[config.mk]
export PLATFORM = sky130hd
export DESIGN_NAME = fifo_flag_checker_ch
export DESIGN_NICKNAME = d
export VERILOG_FILES = /design/src/rtl/fifo_flag_checker.sv
export SDC_FILE = /design/constraint.sdc
export NUM_CORES = 1
export LEC_CHECK = 0
export ABC_AREA = 1
export CAP_MARGIN = 25
export CORE_MARGIN = 4
export CORE_UTILIZATION = 37
export DETAILED_ROUTE_END_ITERATION = 16
export GPL_TIMING_DRIVEN = 0
export PLACE_DENSITY = 0.7
export SLEW_MARGIN = 10
export SYNTH_ARGS = -nofsm -noshare
export SYNTH_HDL_FRONTEND = slang
export SYNTH_SLANG_ARGS = --single-unit
[constraint.sdc]
create_clock -name i_clk -period 2.3 [get_ports i_clk]
set_clock_uncertainty 0.1 [all_clocks]
set_input_delay 0.46 -clock i_clk [delete_from_list [all_inputs] [get_ports i_clk]]
set_output_delay 0.46 -clock i_clk [all_outputs]
set_load 0.05 [all_outputs]
[src/rtl/fifo_flag_checker.sv]
// Multi-channel FIFO status-flag checker: per-channel occupancy model compared
// against DUT flags, with registered error pulse, sticky bits and error count.

module fifo_flag_checker_ch #(
    parameter int ASIZE     = 4,
    parameter int AFULL_TH  = 2**ASIZE-2,
    parameter int AEMPTY_TH = 2,
    parameter int FLAG_LAT  = 0
) (
    input  logic             i_clk,
    input  logic             i_rst,
    input  logic             i_chk_en,
    input  logic             i_wen,
    input  logic             i_ren,
    input  logic [5:0]       i_dut,
    output logic [ASIZE:0]   o_occ,
    output logic [5:0]       o_mis
);
    localparam logic [ASIZE:0] DEPTH = (ASIZE+1)'(2**ASIZE);
    localparam logic [ASIZE:0] AF    = (ASIZE+1)'(AFULL_TH);
    localparam logic [ASIZE:0] AE    = (ASIZE+1)'(AEMPTY_TH);
    // Expectation for an idle, empty FIFO; bit order {unf, ovf, ne, e, nf, f}.
    localparam logic [5:0] RST_EXP = {2'b00, (AEMPTY_TH >= 0), 1'b1, (AFULL_TH <= 0), 1'b0};

    logic [ASIZE:0] r_occ;
    logic [ASIZE:0] w_occ_nxt;
    logic           w_full;
    logic           w_empty;
    logic           w_wr;
    logic           w_rd;
    logic [5:0]     w_exp;
    logic [5:0]     w_cmp;

    always_comb begin
        w_full    = (r_occ == DEPTH);
        w_empty   = (r_occ == '0);
        w_wr      = i_wen & ~w_full;
        w_rd      = i_ren & ~w_empty;
        w_occ_nxt = r_occ + (ASIZE+1)'(w_wr) - (ASIZE+1)'(w_rd);
        w_exp     = {i_ren & w_empty, i_wen & w_full, (r_occ <= AE), w_empty, (r_occ >= AF), w_full};
    end

    always_ff @(posedge i_clk or posedge i_rst) begin
        if (i_rst) r_occ <= '0;
        else       r_occ <= w_occ_nxt;
    end

    generate
        if (FLAG_LAT == 1) begin : g_lat1
            // Pipeline resets to the idle expectation so the first compare after
            // reset sees empty/near_empty set rather than a spurious all-zero vector.
            logic [5:0] r_exp;
            always_ff @(posedge i_clk or posedge i_rst) begin
                if (i_rst) r_exp <= RST_EXP;
                else       r_exp <= w_exp;
            end
            assign w_cmp = r_exp;
        end else begin : g_lat0
            assign w_cmp = w_exp;
        end
    endgenerate

    assign o_occ = r_occ;
    assign o_mis = i_chk_en ? (w_cmp ^ i_dut) : 6'b0;
endmodule

Yosys cells after proc, flatten, opt, wreduce, memory -nomap -nowiden --
Index checks and enable logic that the tools add are counted.
Word-level totals: register bits 5, bits in writable memories 0, logic and storage cells 15, output and inout bits 11, memories 0, ROM bits 0, bits in latches 0
Operators by class: muxes and demuxes 1, reduce and logical (&&, ||, !) cells 1, multipliers 0, shift operators 0, bitwise gates (word level) 7, div/mod/pow operators 0, magnitude comparators 2, equality and inequality tests 1, add/subtract/negate cells 2
Operators by type and width (number):
- two-way mux 6 bit | 1
- XOR 6 bit | 1
- adder 5 x 1 -> 5 bit | 1
- == test 5 bit, second input constant | 1
- greater-or-equal comparator 5 x 4 -> 1 bit, second input constant | 1
- <= comparator 5 x 2 -> 1 bit, second input constant | 1
- logical NOT 5 bit | 1
- subtractor 5 x 1 -> 5 bit | 1
- AND 1 bit | 4
- NOT 1 bit | 2

Logic depth before layout (Yosys ltp) --
depth in word-level cells 5, mapped depth 12, gate-level depth less buffers 12

Worst setup path after synthesis --
Ideal clock, no wire load.
path kind reg2reg, from register r_occ[2], in the netlist o_occ[2], to register r_occ[4], in the netlist o_occ[4], arrival 2.385 ns, clock period less this slack 2.608 ns, setup time 0.122 ns, stages on the path, launching flop included 12, data required time 2.078 ns, setup slack -0.308 ns, cells stage by stage dfrtp_1 > inv_1 > ha_1 > nand3_1 > nand2_1 > ha_1 > inv_1 > ha_1 > fa_1 > nand3_1 > nand2_1 > xnor2_1
On the way: longest elaborated chain between the ends 5, elaborated cells on any way between the ends 8, those cells by class add/sub (2); eq/ne (1); bitwise (4); reduce/logical (1)
Ends and longest elaborated chain:
- from (decl) | RTL line 25 | logic [ASIZE:0] r_occ;
- from (signal assigned) | RTL line 45 | else r_occ <= w_occ_nxt;
- == test 5 bit | RTL line 35 | w_full = (r_occ == DEPTH);
- NOT 1 bit | RTL line 37 | w_wr = i_wen & ~w_full;
- AND 1 bit | RTL line 37
- adder 5 x 1 -> 5 bit | RTL line 39 | w_occ_nxt = r_occ + (ASIZE+1)'(w_wr) - (ASIZE+1)'(w_rd);
- subtractor 5 x 1 -> 5 bit (*) | RTL line 39
- via w_occ_nxt[4] | RTL line 26 | logic [ASIZE:0] w_occ_nxt;
The timed path passes the listed nets; every way through them passes the cells marked *.

Worst setup path in the final report --
Same ends and word-level chain as after synthesis.

==> results.ini <==
[grt]
grt_antenna_before_repair=0
grt_overflow_total=0
grt_pass1_vias=517
groute.usage.overall_pct=13.75
maximum_number_of_pins_on_one_net_before_global_route_repair=8
grt_pass1_wl_mm=2.173

[power_and_ir_drop]
power_density_nw_per_um2=1514
fin_total_pwr_mw=1.290
ir_drop_uv=966.9
cellLeakagePower_nw=0.4345

[die]
die_area_sq_um=2099
dieWidth_um=45.82
core_area_sq_um=1318
start_util_pct=40.17
rows=13
num_io_pins=22
fp.dieH_um=45.82

[route]
drt.antenna.violating_nets=0
drt_pass_1_iters=4
drc_errors=0
detail_route.wirelength_mm=1.262
vias_per_cell=4.744
dr.first_iter.drc_count=13
post_drt_wl_per_cell_um=10.79
via_count=555

[critical_path]
endpoint_arrival_time_on_the_critical_path_ps=2240
crit_required_ps=2320
critical_path.startpoint_type=register
timing.reg2reg.setup_slack_ps=80
crit_path_capture_type=register
worstReg2RegEnd=o_occ[4]
rr_worst_depth=12
critical_path_peak_fanout=7
rr_startpoint=o_occ[2]
critical_path_class=reg -> reg

[sta]
timing.final.max_slew_violations=0
max_slew_margin_pct=66.69
achievable-frequency_ghz=0.4500
timing.final.crit_share_pct=96.62
setup_viol=0
final_period_minus_worst_setup_slack_ps=2222
finalHoldViolations=0
worst-slew-pin-transition_ps=498.1
unrepaired_setup_endpoints_after_global_routing=yes
fin_hold_ws_ps=316.0

[yosys]
yosys-top-cells-area=sky130_fd_sc_hd__dfrtp_1, sky130_fd_sc_hd__ha_1, sky130_fd_sc_hd__inv_1
synth_cells=72
synth_largest_area_cell=sky130_fd_sc_hd__dfrtp_1
mappedNetlistArea_sq_um=529.3
synth_top_area_share_pct=23.64
yosys.cell_types.count=14
ys.warnings.count=0
synth_area_per_cell_sq_um=7.351
number_of_flip_flops_and_latches_in_the_synthesized_netlist=5
synthesis.nets=94
synth_seq_area_share_pct=23.64

[run]
cap_violations=0

[layout]
commonest_non_fill_non_tap_cell_in_the_layout=sky130_fd_sc_hd__clkdlybuf4s50_1
area_growth_syn_to_layout_pct=60.99
final-instance-count-excl-fill=117
layout.cells.most_common_list=sky130_fd_sc_hd__clkdlybuf4s50_1, sky130_fd_sc_hd__nand2_1, sky130_fd_sc_hd__inv_1
fillers=121
final_layout_size_suffix_gt1_share_pct=30.39
largest_register_ff_count=5
fin_nets=125
num_antenna_cells=0

[clock_tree]
insertion_delay_ps=240
htreeDepth=1
cts_tree=yes
clockBufferDepth=2
numCtsBuffers=3
clk_pin_slew_worst_paths_ps=40
cts.root.buffer_cell=sky130_fd_sc_hd__clkbuf_4
cts_num_sinks=5

[placed_design]
place_congestion=0.7970
port_buffers=21
detailed_place_hpwl_um=993.3
place_inst=108

[hold_path]
worstHoldPathType=in -> async

[outcome]
outcome=finished, final reports clean

==> worst max-delay path by stage <==
stage	start	to	slack, ps
final	o_occ[2]	o_occ[4]	80
after global placement	i_chk_en	o_mis[1]	-370
after floorplan	o_occ[2]	o_occ[4]	-120
after CTS	o_occ[3]	o_occ[4]	7
after detailed placement	i_chk_en	o_mis[1]	-360
after global routing	o_occ[2]	o_occ[4]	-40
==> repair_timing <==
item	in CTS	in global routing
endpoints found under the setup margin	7	6
hold buffers	0	0
setup buffers	3	2
resized for setup	24	14
pin swaps	1	2
==> report_power, final <==
group          internal (mW)  switching (mW)  leakage (nW)
Combinational          0.399           0.579         0.363
Sequential             0.148          0.0676        0.0563
Clock                 0.0653          0.0321        0.0150
==> kinds of logic (layout without fill, tap and decap cells) <==
group | after synthesis | in the layout | share of synthesized area, %
adders and majority gates | 11 | 11 | 27.42
DFF | 5 | 5 | 23.64
buffers and inverters | 15 | 45 | 10.64
and+or+nand+nor | 31 | 31 | 26.71
xor gates and xnor gates | 3 | 3 | 4.965
AOI/OAI and AO/OA | 7 | 7 | 6.619
==> metrics by stage <==
stage	utilization [%]	setup WS, ps	cell area [sq um]	TNS, ps
finish	64.67	77.66	852.1	0
global route	64.67	-40.02	852.1	-42.49
CTS	64.77	7.496	853.3	0
detailed placement	58.78	-360.9	774.5	-2108
global placement	58.78	-371.2	774.5	-2089
floorplan	-	-117.1	545.5	-206.4
==> cell usage after synthesis (all sizes together) <==
master   n
inv     15
nand2   14
ha      10
nor2     7
a21oi    6
nand3    6
dfrtp    5
nand4    4
xnor2    2
fa       1
o21ai    1
xor2     1
==> cell type report <==
class / instances / area, sq um / share of cell area [%]
multi-input combinational: 52 / 396.6 / 46.55
timing repair buffer: 26 / 224.0 / 26.28
sequential: 5 / 127.6 / 14.98
inverter: 15 / 58.81 / 6.902
clock buffer: 4 / 26.28 / 3.084
tap: 15 / 18.77 / 2.203
==> layer usage <==
layer / vias to the layer above / global-route usage, % / routed length (um)
met2: 17 / 23.12 / 612
li1: 290 / - / -
met5: - / 0 / 0
met1: 248 / 17.81 / 548
met4: 0 / 5.114 / 0
met3: 0 / 1.581 / 100
==> worst max-delay path: stages, from the launching register on <==
cell                      delay (ps)
sky130_fd_sc_hd__dfrtp_2         400
sky130_fd_sc_hd__inv_2            80
sky130_fd_sc_hd__ha_4            170
sky130_fd_sc_hd__nand3_2          80
sky130_fd_sc_hd__nand2_1          70
sky130_fd_sc_hd__inv_1            40
sky130_fd_sc_hd__ha_1            260
sky130_fd_sc_hd__inv_1            40
sky130_fd_sc_hd__ha_2            180
sky130_fd_sc_hd__fa_2            380
sky130_fd_sc_hd__nand3_2          90
sky130_fd_sc_hd__nand2_2          60
sky130_fd_sc_hd__xnor2_2         140
Note: power is estimated with default switching activity, not from simulation.
